**src/rtl/bp_pred_tracker.sv**
```systemverilog
// In-order tracker of issued branch predictions: checks the oldest entry against execute
// resolution, flags mispredicts with a redirect PC and drives predictor training.
// Optional macro BP_TRACKER_PERF_EN adds saturating resolution/mispredict counters.
module bp_pred_tracker #(
    parameter int unsigned Depth   = 4,
    parameter int unsigned PcWidth = 32
) (
    input  logic                     clk_i,
    input  logic                     rst_i,
    input  logic                     pred_valid_i,
    output logic                     pred_ready_o,
    input  logic [PcWidth-1:0]       pred_pc_i,
    input  logic                     pred_taken_i,
    input  logic [PcWidth-1:0]       pred_target_i,
    input  logic                     res_valid_i,
    input  logic [PcWidth-1:0]       res_pc_i,
    input  logic                     res_taken_i,
    input  logic [PcWidth-1:0]       res_target_i,
    input  logic                     res_compressed_i,
    input  logic                     flush_i,
    output logic                     mispredict_o,
    output logic [PcWidth-1:0]       redirect_pc_o,
    output logic                     ex_br_valid_o,
    output logic [PcWidth-1:0]       ex_br_instr_addr_o,
    output logic                     ex_br_taken_o,
    output logic [$clog2(Depth):0]   count_o
`ifdef BP_TRACKER_PERF_EN
    ,
    output logic [31:0]              perf_br_cnt_o,
    output logic [31:0]              perf_mispred_cnt_o
`endif
);

    localparam int unsigned PtrW = $clog2(Depth);
    localparam int unsigned CntW = PtrW + 1;

    typedef struct packed {
        logic [PcWidth-1:0] pc;
        logic               taken;
        logic [PcWidth-1:0] target;
    } entry_t;

    entry_t            mem_q [Depth];
    logic [PtrW-1:0]   head_q;
    logic [PtrW-1:0]   tail_q;

    entry_t            head_e;
    logic              empty;
    logic              full;
    logic              match;
    logic              mispred;
    logic              pop;
    logic              clear;
    logic              push;
    logic [PcWidth-1:0] redirect_pc;
    logic [CntW-1:0]   count_n;

    // Head compare, push/pop/clear decisions and next occupancy
    always_comb begin
        head_e      = mem_q[head_q];
        empty       = (count_o == '0);
        full        = (count_o == CntW'(Depth));
        match       = !empty && (head_e.pc == res_pc_i);
        mispred     = res_valid_i && (!match || (head_e.taken != res_taken_i) ||
                      (res_taken_i && (head_e.target != res_target_i)));
        pop         = res_valid_i && !mispred;
        clear       = mispred || flush_i;
        // a full FIFO still accepts a push in the cycle its head retires
        push        = pred_valid_i && (!full || pop) && !clear;
        redirect_pc = res_taken_i ? res_target_i
                                  : res_pc_i + (res_compressed_i ? PcWidth'(2) : PcWidth'(4));
        count_n     = clear ? '0 : count_o + CntW'(push) - CntW'(pop);
    end

    // Entry storage; needs no reset since occupancy gates every read
    always_ff @(posedge clk_i) begin
        if (push) begin
            mem_q[tail_q] <= '{pc: pred_pc_i, taken: pred_taken_i, target: pred_target_i};
        end
    end

    // Pointers, occupancy and registered resolution outputs
    always_ff @(posedge clk_i) begin
        if (rst_i) begin
            head_q             <= '0;
            tail_q             <= '0;
            count_o            <= '0;
            pred_ready_o       <= 1'b1;
            mispredict_o       <= 1'b0;
            redirect_pc_o      <= '0;
            ex_br_valid_o      <= 1'b0;
            ex_br_instr_addr_o <= '0;
            ex_br_taken_o      <= 1'b0;
        end else begin
            if (clear) begin
                head_q <= '0;
                tail_q <= '0;
            end else begin
                head_q <= head_q + PtrW'(pop);
                tail_q <= tail_q + PtrW'(push);
            end
            count_o       <= count_n;
            pred_ready_o  <= (count_n != CntW'(Depth));
            mispredict_o  <= mispred;
            ex_br_valid_o <= res_valid_i;
            if (res_valid_i) begin
                ex_br_instr_addr_o <= res_pc_i;
                ex_br_taken_o      <= res_taken_i;
            end
            if (mispred) begin
                redirect_pc_o <= redirect_pc;
            end
        end
    end

`ifdef BP_TRACKER_PERF_EN
    // Saturating event counters
    always_ff @(posedge clk_i) begin
        if (rst_i) begin
            perf_br_cnt_o      <= '0;
            perf_mispred_cnt_o <= '0;
        end else begin
            if (res_valid_i && (perf_br_cnt_o != 32'hFFFF_FFFF)) begin
                perf_br_cnt_o <= perf_br_cnt_o + 32'd1;
            end
            if (mispred && (perf_mispred_cnt_o != 32'hFFFF_FFFF)) begin
                perf_mispred_cnt_o <= perf_mispred_cnt_o + 32'd1;
            end
        end
    end
`endif

endmodule

```
**config.mk**
```make
export PLATFORM = sky130hd
export DESIGN_NAME = bp_pred_tracker
export DESIGN_NICKNAME = d
export VERILOG_FILES = /design/src/rtl/bp_pred_tracker.sv
export SDC_FILE = /design/constraint.sdc
export NUM_CORES = 1
export LEC_CHECK = 0
export BUFFER_PORTS_ARGS = -buffer_cell sky130_fd_sc_hd__buf_2
export CAP_MARGIN = 20
export CORE_AREA = 3 3 205 207
export CTS_CLUSTER_DIAMETER = 120
export DETAILED_ROUTE_END_ITERATION = 10
export DIE_AREA = 0 0 208 210
export HOLD_SLACK_MARGIN = 0.08
export SETUP_SLACK_MARGIN = 0.4
export SLEW_MARGIN = 15
export SYNTH_ARGS = -nofsm -noshare
export SYNTH_HDL_FRONTEND = slang
export SYNTH_SLANG_ARGS = --single-unit
```
**constraint.sdc**
```tcl
create_clock -name clk_i -period 11.7 [get_ports clk_i]
set_input_delay 1.17 -clock clk_i [delete_from_list [all_inputs] [get_ports clk_i]]
set_output_delay 1.17 -clock clk_i [all_outputs]
set_load 0.01 [all_outputs]
```
* Word-level counts from Yosys, hierarchy flattened
Memories as Yosys holds them, arrays and structs flattened. A register that Yosys moved wholly into a read port is not among the register bits.
Cells that the tools add are included.
** Operators by class
- Eq/ne operators :: 5
- Bitwise operators :: 0
- Multipliers :: 0
- Reductions and logical operators :: 17
- Multiplexer cells :: 6
- Divide/modulo/power cells :: 0
- Shift operators :: 0
- Magnitude comparators :: 0
- $add $sub $neg :: 5
** Operators with widths (count)
- $add A32 B3 Y32 :: 1
- $eq A32 B32 Y1 :: 1
- $mux W32 :: 1
- $ne A32 B32 Y1 :: 1
- $logic_and A1 B1 Y1 :: 6
- $mux W3 :: 2
- $logic_not A1 Y1 :: 5
- $add A2 B1 Y2 :: 2
- $logic_or A1 B1 Y1 :: 4
- $add A3 B1 Y3 :: 1
- $eq A3 B3 Y1 const B :: 1
- $logic_not A3 Y1 :: 1
- $ne A3 B3 Y1 const B :: 1
- $sub A3 B1 Y3 :: 1
- $mux W1 :: 2
- $mux W2 :: 1
- $reduce_or A2 Y1 :: 1
- $ne A1 B1 Y1 :: 1
** Storage, ports and cells
- Flip-flop bits (word level) :: 75
- RAM bits :: 260
- Memories kept :: 1
- Latch bits :: 0
- ROM bits :: 0
** Memories
- mem_q :: depth 4, width 65, read ports 1, clocked after memory_dff 1, write ports 1, RTL line 43 : entry_t mem_q [Depth];

* Longest topological paths before layout
Gate-level depths: netlist of run 1.
- Depth in word-level cells :: 16
- Gate-level depth with buffers :: 22
- Gate-level depth less buffers :: 17

* Least setup slack after synthesis of run 1
OpenSTA, ideal clock, no wires.
- Path kind :: in2reg
- Start :: input port res_pc_i[7]
- End :: memory mem_q[0][0] (netlist name) (enable)
- Setup slack :: 1.356 ns
- Data required time :: 11.029 ns
- Buffers on the path :: 1
- Arrival :: 9.673 ns
- Cell stages on the path :: 8
- Setup time :: 0.671 ns
- Cells stage by stage :: clkbuf_1 > a221oi_1 > o211ai_1 > or4b_2 > nor4_4 > a21boi_4 > nor2_4 > nor4b_1
** On the way
- Cells in the longest elaborated chain, start to end :: 13
- Elaborated cells between the ends (all ways) :: 15
** RTL lines
- start, declared :: RTL line 16 : input logic [PcWidth-1:0] res_pc_i,
- $eq A32 B32 Y1 (*) :: RTL line 63 : match = !empty && (head_e.pc == res_pc_i);
- $logic_and A1 B1 Y1 (*) :: RTL line 63
- $logic_not A1 Y1 (*) :: RTL line 64 : mispred = res_valid_i && (!match || (head_e.taken != res_taken_i) ||
- $logic_or A1 B1 Y1 (*) (2 in a row) :: RTL line 64
- $logic_and A1 B1 Y1 (*) :: RTL line 64
- $logic_not A1 Y1 :: RTL line 66 : pop = res_valid_i && !mispred;
- $logic_and A1 B1 Y1 :: RTL line 66
- $logic_or A1 B1 Y1 :: RTL line 69 : push = pred_valid_i && (!full || pop) && !clear;
- $logic_and A1 B1 Y1 :: RTL line 69
- $logic_and A1 B1 Y1 (*) :: RTL line 69
- $mux W1 (*) :: RTL line 77 : if (push) begin
- $mux W1 (not written as such) (*) :: RTL line 78 : mem_q[tail_q] <= '{pc: pred_pc_i, taken: pred_taken_i, target: pred_target_i};
- end, declared :: RTL line 43
Every way passes the cells marked *; elsewhere a longest branch is shown, timed or not.

==> flow_metrics.tcl, run 1 <==
set metrics [dict create \
    cts_hold_buf 0 \
    synth_top_area_share_pct 54.12 \
    grt_pass1_wl_mm 58.29 \
    synth-edff-count 260 \
    path_class "reg2reg" \
    fin_cells 1727 \
    initial_core_util_pct 35.57 \
    antenna_found_initial 11 \
    cts_root_buf "clkbuf_16" \
    grt_usage_pct 17.88 \
    power.total_uw 2596 \
    insertion_delay_ns 0.54 \
    hp-class "reg2reg" \
    required_ns 12.09 \
    end_kind "flip-flop" \
    power_density_mw_per_mm2 151.8 \
    rows 74 \
    cts_setup_buffers 0 \
    rsz0062_at_grt "no" \
    hold_violations 0 \
    syn_avg_cell_area_um2 14.92 \
    finalClockSkew_ns 0.03048 \
    io_buffers 206 \
    clockBufferDepth 3 \
    die_w_um 208 \
    drtIter0Drc 758 \
    arrival_ns 6.52 \
    peakVddDrop_v 0.00009008 \
    num_vias 8981 \
    ff2ff_setup_slack_ns 5.57 \
    cp_max_fo 37 \
    async_flop_share_pct 0 \
    layout_min_cycle_time_ns 6.130 \
    area_delta_synth_final_pct 18.51 \
    ys_seq_area_share_pct 64.53 \
    final_antenna_net_count 0 \
    synthFlopType "edfxtp_1" \
    slew_violations 0 \
    setup_tns_ns 0 \
    cts_tree "yes" \
    remaining_drc_errors 0 \
    synthTopCellsByArea "edfxtp_1 (54%), dfxtp_1 (10%), mux4_2 (6.7%)" \
    synth_warnings 0 \
    grt.overflow.total 0 \
    postSynthCellCount 967 \
    min_period_over_period_pct 52.39 \
    cts_buffers 36 \
    max_freq_ghz 0.1631 \
    synthesis.area_mm2 0.01443 \
    numClockSinks 335 \
    clk_pin_slew_ns 0.06 \
    ctsHtreeMaxLevel 2 \
    n_antenna_cell 0 \
    wl_per_cell_um 23.11 \
    setup_viol 0 \
    dieArea_mm2 0.04368 \
    status "finished clean" \
    maxSlewHeadroom_pct 29.71 \
    dp_cells 1662 \
    worstMarginPinSlew_ns 1.054 \
    grt_max_degree 66 \
    synth_area_leader_cell "edfxtp_1" \
    synth.ff_latch_count 335 \
    syn_nets 1111 \
    p_leak_uw 0.005971 \
    cts_resized 0 \
    dp_hpwl_mm 28.01 \
    grt_pass1_vias 8869 \
    cap_violations 0 \
    layout-drive-gt1-share_pct 29.21 \
    wl_mm 39.92 \
    core_mm2 0.04055 \
    first_pass_iters 5 \
    ioPinCount 207 \
    ys_types 63 \
    place.gp.congestion 0.9218 \
    die_y_um 210 \
    fill_cells 3749 \
    nets 1312 \
    final_util_pct 42.16 \
    worst_setup_path_start_kind "flip-flop" \
    avgViaCountPerCell 5.200 \
]
power by group:
group | total (uW) | internal, uW | switching, uW
clock network | 1110 | 653 | 455
registers | 1310 | 1300 | 11.1
logic | 175 | 66.4 | 108
total | 2600 | 2020 | 574
cell families (layout without fill, tap and decap cells):
logic type               count (synthesis)  after routing  share of synthesized area, %
XOR/XNOR                                92             92                         5.585
multiplexers                           130            130                         13.49
AO/OA/AOI/OAI                          123            123                         5.681
AND/OR/NAND/NOR                        209            209                         7.381
adder cells (fa/ha/maj)                  8              8                        0.7979
buffers and inverters                   70            298                         2.541
flip-flops                             335            335                         64.53
worst max-delay path: stages (launching register included):
cell       delay (ns)
dfxtp_4          0.78
buf_4            0.62
inv_1            0.46
a221oi_1         0.42
o21ai_0          0.17
or4b_2           0.70
nor4_4           0.18
a21boi_4         0.58
nor2_4           0.21
or3_1            0.37
ha_1             0.28
inv_1            0.05
ha_1             0.13
inv_1            0.05
fa_1             0.37
xor2_1           0.16
xnor2_1          0.12
nor3_1           0.17
nand4bb_1        0.11
synthesized netlist by cell type (all sizes together), types with 3 or more instances:
cell type,number
a22o,10
edfxtp,260
nor2,49
nand2b,6
nand4,24
nand3,35
inv,14
nor3,12
clkbuf,24
a211oi,5
mux4,49
xor2,29
o22ai,6
nor4b,3
xnor2,63
nor2b,5
ha,6
mux2i,74
mux2,7
nand2,50
o21ai,52
a221oi,6
buf,32
nor4,10
dfxtp,75
o2111ai,3
and4,4
a21oi,25
layout by cell type, fill, tap and decap left out, drive strengths merged, types with 5 or more instances in the layout:
cell type,netlist,final
nand2,50,50
xnor2,63,63
nor2b,5,5
a221oi,6,6
mux4,49,49
buf,32,219
a21oi,25,25
edfxtp,260,260
nor3,12,12
o22ai,6,6
dfxtp,75,75
mux2,7,7
clkinv,0,13
o21ai,52,52
mux2i,74,74
nand3,35,35
nor4,10,10
xor2,29,29
ha,6,6
a22o,10,10
clkbuf,24,46
nand2b,6,6
nor2,49,49
inv,14,17
a211oi,5,5
nand4,24,24
metrics by stage:
stage          hold WS [ns]  cell area [um2]  worst slack (ns)
6_report             0.4779            17100             5.570
5_1_grt              0.4905            17100             5.054
4_1_cts              0.4805            17100             5.494
3_5_place_dp         0.4588            15940             5.502
3_3_place_gp         0.4642            15940             5.615
2_1_floorplan        0.4987            14430             1.356
worst paths after layout:
| check | start | to | cells past startpoint |
|---|---|---|---|
| min | redirect_pc_o[24] | redirect_pc_o[24] | 1 |
| max reg2reg | head_q[0] | pred_ready_o | 18 |
| min reg2reg | redirect_pc_o[24] | redirect_pc_o[24] | 1 |
| max | head_q[0] | pred_ready_o | 18 |
flip-flops by register name, indices dropped and copies added, names as in the netlist:
| signal | cells |
|---|---|
| mem_q | 260 |
| pred_ready_o | 1 |
| count_o | 3 |
| ex_br_instr_addr_o | 32 |
| head_q | 2 |
| ex_br_taken_o | 1 |
| ex_br_valid_o | 1 |
| mispredict_o | 1 |
| redirect_pc_o | 32 |
| tail_q | 2 |
cell type report:
cell class | instances | area, um2 | share of cell area (%)
Sequential cell | 335 | 9316 | 54.49
Multi-Input combinational cell | 562 | 4775 | 27.93
Timing Repair Buffer | 219 | 1129 | 6.601
Clock buffer | 46 | 1001 | 5.855
Tap cell | 532 | 665.6 | 3.893
Clock inverter | 19 | 157.7 | 0.9221
Inverter | 14 | 52.55 | 0.3074
metal layers:
| layer | global-route usage, % | routed length (um) | up-vias |
|---|---|---|---|
| li1 | - | - | 4115 |
| met1 | 23.72 | 16960 | 4428 |
| met2 | 28.71 | 18740 | 321 |
| met3 | 4.271 | 2587 | 95 |
| met4 | 6.929 | 1483 | 22 |
| met5 | 0 | 138 | - |
(Power assumes the default switching activity.)
==> run 2: changes to the inputs <==
- ABC_AREA: default -> 1
- CORE_AREA: 3 3 205 207 -> 3 3 207 209
- DIE_AREA: 0 0 208 210 -> 0 0 210 212
- clock period: 11.7 -> 5.05 ns (I/O delays scaled with it)
==> flow_metrics.tcl, run 2 <==
set metrics [dict create \
    hold_path_startpoint "pred_target_i[9]" \
    cap_violations 0 \
    antenna_found_initial 19 \
    first_pass_iters 5 \
    power_density_mw_per_mm2 344.8 \
    synth.most_common_cell "nand2_1" \
    reg_top3 "mem_q x260, ex_br_instr_addr_o x32, redirect_pc_o x32" \
    routed.top_layer "met5" \
    setup_tns_ns 0 \
    min_period_over_period_pct 83.11 \
    synthTopCellsByArea "edfxtp_1 (53%), nand2_1 (13%), dfxtp_1 (10%)" \
    synthesis.area_mm2 0.01476 \
    dieArea_mm2 0.04452 \
    layout-drive-gt1-share_pct 17.77 \
    postSynthCellCount 1523 \
    fin_ws_ns 0.8529 \
    path_class "reg2reg" \
    dr_wl_met2_mm 20.02 \
    ctsHtreeMaxLevel 2 \
    largest_register "mem_q" \
    cts_root_buf "clkbuf_16" \
    ff2ff_setup_slack_ns 0.85 \
    cts_buffers 37 \
    path_cells "inv_2 -> buf_12 -> nand3_1 -> nand2_1 -> o21ai_0 -> nor2_1 -> nand3_1 -> nor2_1 -> nand3_1 -> nand2_1 -> nand3_1 -> nand2_1 -> nand2_1 -> nor2_4 -> inv_2 -> ha_1 -> inv_1 -> ha_1 -> inv_1 -> fa_1 -> xnor2_1 -> xnor2_1 -> nor3b_2" \
    grt_usage_pct 19.90 \
    layout_min_cycle_time_ns 4.197 \
    ioPinCount 207 \
    reg2reg_from "head_q[1]" \
    p_leak_uw 0.007335 \
    syn_avg_cell_area_um2 9.692 \
    synthFlopType "edfxtp_1" \
    slew_violations 0 \
    critPathLaunch "head_q[1]" \
    insertion_delay_ns 0.54 \
    dp_hpwl_mm 32.37 \
    worstMarginPinSlew_ns 0.8437 \
    arrival_ns 4.66 \
    cp_max_fo 36 \
    hp-class "in2reg" \
    synth_warnings 0 \
    wl_mm 45.24 \
    clk_pin_slew_ns 0.06 \
    rows 74 \
    place.gp.congestion 0.8892 \
    max_freq_ghz 0.2383 \
    cts_hold_buf 0 \
    ys_types 37 \
    grt_max_degree 67 \
    critPathSlowestCell "inv_2" \
    io_buffers 206 \
    die_y_um 212 \
    largest_register_ffs 260 \
    cts_resized 0 \
    synth_commonest_cells "nand2_1 (524), edfxtp_1 (260), nand3_1 (176)" \
    cts_setup_buffers 0 \
    die_w_um 210 \
    synth_top_area_share_pct 52.89 \
    async_flop_share_pct 0 \
    grt_pass1_wl_mm 66.87 \
    ys_seq_area_share_pct 63.06 \
    required_ns 5.52 \
    final_antenna_net_count 0 \
    dp_cells 2214 \
    peakVddDrop_v 0.0002129 \
    nets 1865 \
    numClockSinks 335 \
    drtIter0Drc 1085 \
    num_vias 11480 \
    max_stage_delay_ns 0.41 \
    maxSlewHeadroom_pct 43.57 \
    area_delta_synth_final_pct 19.52 \
    grt.overflow.total 0 \
    mostFrequentLayoutCells "nand2_1 (524), edfxtp_1 (260), buf_2 (206)" \
    rsz0062_at_grt "no" \
    setup_viol 0 \
    wl_per_cell_um 19.78 \
    avgViaCountPerCell 5.017 \
    end_kind "flip-flop" \
    synth_area_leader_cell "edfxtp_1" \
    wl_met3_mm 4.036 \
    layout_commonest_cell "nand2_1" \
    wl_met1_mm 19.62 \
    cts_tree "yes" \
    initial_core_util_pct 35.99 \
    place_ws_ns 0.9173 \
    synth.ff_latch_count 335 \
    core_mm2 0.04102 \
    remaining_drc_errors 0 \
    finalClockSkew_ns 0.01978 \
    clockBufferDepth 3 \
    fin_cells 2287 \
    status "finished clean" \
    syn_nets 1667 \
    synth-edff-count 260 \
    worst_setup_path_start_kind "flip-flop" \
    hold_violations 0 \
    grt_pass1_vias 10900 \
]
[run 2: cell types whose count changed after synthesis, sizes merged, moves of 10 or more]
cell   delta
nand2   +477
nand3   +142
mux2i    -70
nor2     +70
inv      +62
xnor2    -58
mux4     -49
o21ai    +35
buf      +15
nand4    -15
a22o     -10
[run 2: layer usage]
metal  vias to the layer above  GRT usage [%]
met5                         -              0
met3                        96          5.932
met2                       413          30.94
li1                       5516              -
met1                      5428          27.03
met4                        22          6.231
[run 2: cell type report]
cell class	instances	area, um2
diodes	5	12.51
inverters	76	287.8
multi-input cells	1039	4763
flip-flops and latches	335	9314
clock inverters	25	206.4
repair buffers	232	1414
clock buffers	43	979.7
well taps	532	665.6
fillers	3965	23370
[run 2: cells by family (layout without fill, tap and decap cells)]
family / after synthesis / in the layout / synth area share, %
buffers and inverters: 149 / 376 / 4.840
AND/OR/NAND/NOR: 865 / 865 / 24.53
AO/OA/AOI/OAI: 124 / 124 / 4.263
multiplexers: 4 / 4 / 0.2712
adder cells (fa/ha/maj): 8 / 8 / 0.7798
flip-flops: 335 / 335 / 63.06
other: 0 / 5 / 0
XOR/XNOR: 38 / 38 / 2.255
[run 2: worst paths after layout]
path / endpoint / cells after the start
setup / recovery: count_o[2] / 23
hold / removal: mem_q[2][9] / 1
setup reg to reg: count_o[2] / 23
hold reg to reg: redirect_pc_o[29] / 2
[run 2: critical path: cells and delay by family, from the launching register on]
family | cells | cell delay [ns]
AND/OR/NAND/NOR | 12 | 1.73
buffers and inverters | 5 | 0.86
flip-flops | 1 | 0.34
adder cells (fa/ha/maj) | 3 | 0.76
AO/OA/AOI/OAI | 1 | 0.08
XOR/XNOR | 2 | 0.33
[run 2: where the power goes]
part | switching, uW | internal, uW
Clock | 1100 | 1510
Sequential | 24.6 | 3020
Combinational | 282 | 145
Total | 1410 | 4680
[run 2: through the flow]
stage	hold slack, ns	cell area (um2)	util, %	power (uW)
2_1_floorplan	0.4814	14760	-	3305
3_3_place_gp	0.4616	16440	40.09	3522
3_5_place_dp	0.4658	16440	40.09	3531
4_1_cts	0.1598	17630	42.98	6133
5_1_grt	0.1726	17630	42.99	6296
6_report	0.1817	17640	43.01	6083
==> run 3: changes to the inputs <==
- clock period: 5.05 -> 4.1 ns (I/O delays scaled with it)
==> flow_metrics.tcl, run 3 (synthesized netlist as in run 2, its figures left out) <==
set metrics [dict create \
    grt.overflow.total 0 \
    p_leak_uw 0.007799 \
    dp_hpwl_mm 32.84 \
    dieArea_mm2 0.04452 \
    max_freq_ghz 0.2764 \
    insertion_delay_ns 0.56 \
    io_buffers 206 \
    end_kind "flip-flop" \
    hold_violations 0 \
    hp-class "in2reg" \
    first_pass_iters 5 \
    path_class "reg2reg" \
    ioPinCount 207 \
    mostFrequentLayoutCells "nand2_1 (510), edfxtp_1 (260), buf_2 (206)" \
    die_w_um 210 \
    antenna_found_initial 4 \
    remaining_drc_errors 0 \
    grt_max_degree 66 \
    ctsHtreeMaxLevel 2 \
    grt_pass1_wl_mm 70.58 \
    area_delta_synth_final_pct 27.35 \
    max_stage_delay_ns 0.45 \
    grt_usage_pct 21.09 \
    maxSlewHeadroom_pct 44.54 \
    finalClockSkew_ns 0.02422 \
    power.total_uw 7644 \
    largest_register "mem_q" \
    setup_viol 0 \
    rsz0062_at_grt "yes" \
    clockBufferDepth 3 \
    reg_top3 "mem_q x260, ex_br_instr_addr_o x32, redirect_pc_o x32" \
    final_antenna_net_count 0 \
    setup_tns_ns 0 \
    initial_core_util_pct 35.99 \
    rows 74 \
    required_ns 4.53 \
    min_period_over_period_pct 88.25 \
    cts_buffers 37 \
    nets 1935 \
    cts_tree "yes" \
    cp_top_family "simple AND/OR/NAND/NOR gates" \
    power_density_mw_per_mm2 406.6 \
    critPathSlowestCell "dfxtp_4" \
    die_y_um 212 \
    clk_pin_slew_ns 0.06 \
    cts_root_buf "clkbuf_16" \
    arrival_ns 4.05 \
    drtIter0Drc 1211 \
    num_vias 12010 \
    cap_violations 0 \
    cp_max_fo 6 \
    wl_per_cell_um 20.69 \
    place.gp.congestion 0.8594 \
    path_buf_inv 6 \
    grt_pass1_vias 11260 \
    avgViaCountPerCell 5.102 \
    slew_violations 0 \
    worstMarginPinSlew_ns 0.8307 \
    core_mm2 0.04102 \
    layout_min_cycle_time_ns 3.618 \
    status "finished clean" \
    worst_setup_path_start_kind "flip-flop" \
    numClockSinks 335 \
    wl_mm 48.71 \
    peakVddDrop_v 0.0002552 \
    layout-drive-gt1-share_pct 20.67 \
    largest_register_ffs 260 \
    layout_commonest_cell "nand2_1" \
]
run 3: changes by cell type in the layout (fill, tap and decap cells not counted), sizes merged:
cell / previous run / this run
bufinv: 2 / 3
bufbuf: 0 / 1
buf: 232 / 247
dlygate4sd3: 0 / 48
clkinv: 20 / 12
clkinvlp: 1 / 7
inv: 78 / 76
clkbuf: 43 / 51
diode: 5 / 3
run 3: where the power goes:
group          total [uW]  internal (uW)  leakage, uW  switching (uW)
clock                3300           1910     0.000564            1390
combinational         587            211      0.00426             376
sequential           3760           3720      0.00297            32.8
total                7640           5850      0.00780            1800
run 3: area by class of cell:
type,count,area [um2]
multi-input combinational,1039,4969
inverter,76,302.8
antenna,3,7.507
fill,3910,22220
timing repair buffer,302,2350
sequential,335,9314
clock buffer,45,987.2
tap,532,665.6
clock inverter,22,203.9
run 3: worst paths after layout:
kind | startpoint | to | slack [ns] | depth (start not counted)
min reg2reg | redirect_pc_o[6] | redirect_pc_o[6] | 0.48 | 2
max | head_q[0] | count_o[2] | 0.48 | 25
min | pred_target_i[12] | mem_q[2][12] | 0.09 | 1
max reg2reg | head_q[0] | count_o[2] | 0.48 | 25
run 3: through the flow:
stage | setup slack (ns) | hold WS, ns | util [%] | instance area [um2] | cells
finish | 0.4817 | 0.09333 | 45.83 | 18800 | 2354
detailed placement | 0.2448 | 0.4718 | 40.01 | 16410 | 2213
floorplan | 0.2590 | 0.4791 | - | 14810 | 1523
CTS | 0.4457 | 0.08000 | 44.92 | 18420 | 2341
global placement | 0.3444 | 0.4603 | 40.01 | 16410 | 2213
global route | 0.2504 | 0.08840 | 45.83 | 18800 | 2354
run 3: per-layer routing:
| metal | GRT usage (%) | up-vias | share of wire, % |
|---|---|---|---|
| li1 | - | 5666 | - |
| met4 | 7.626 | 0 | 2.8 |
| met5 | 0 | - | 0 |
| met2 | 32.79 | 506 | 46 |
| met3 | 4.338 | 79 | 8.2 |
| met1 | 29.46 | 5758 | 43 |
run 3: what timing repair did:
| item | 4_1_cts | 5_1_grt |
|---|---|---|
| buffers inserted | 7 | 3 |
| hold buffers | 48 | 0 |
| gates cloned | 6 | 6 |
| gates resized for setup | 26 | 47 |
| setup endpoints to repair | 2 | 2 |
| hold endpoints to repair | 192 | 0 |
| pin swaps | 11 | 27 |
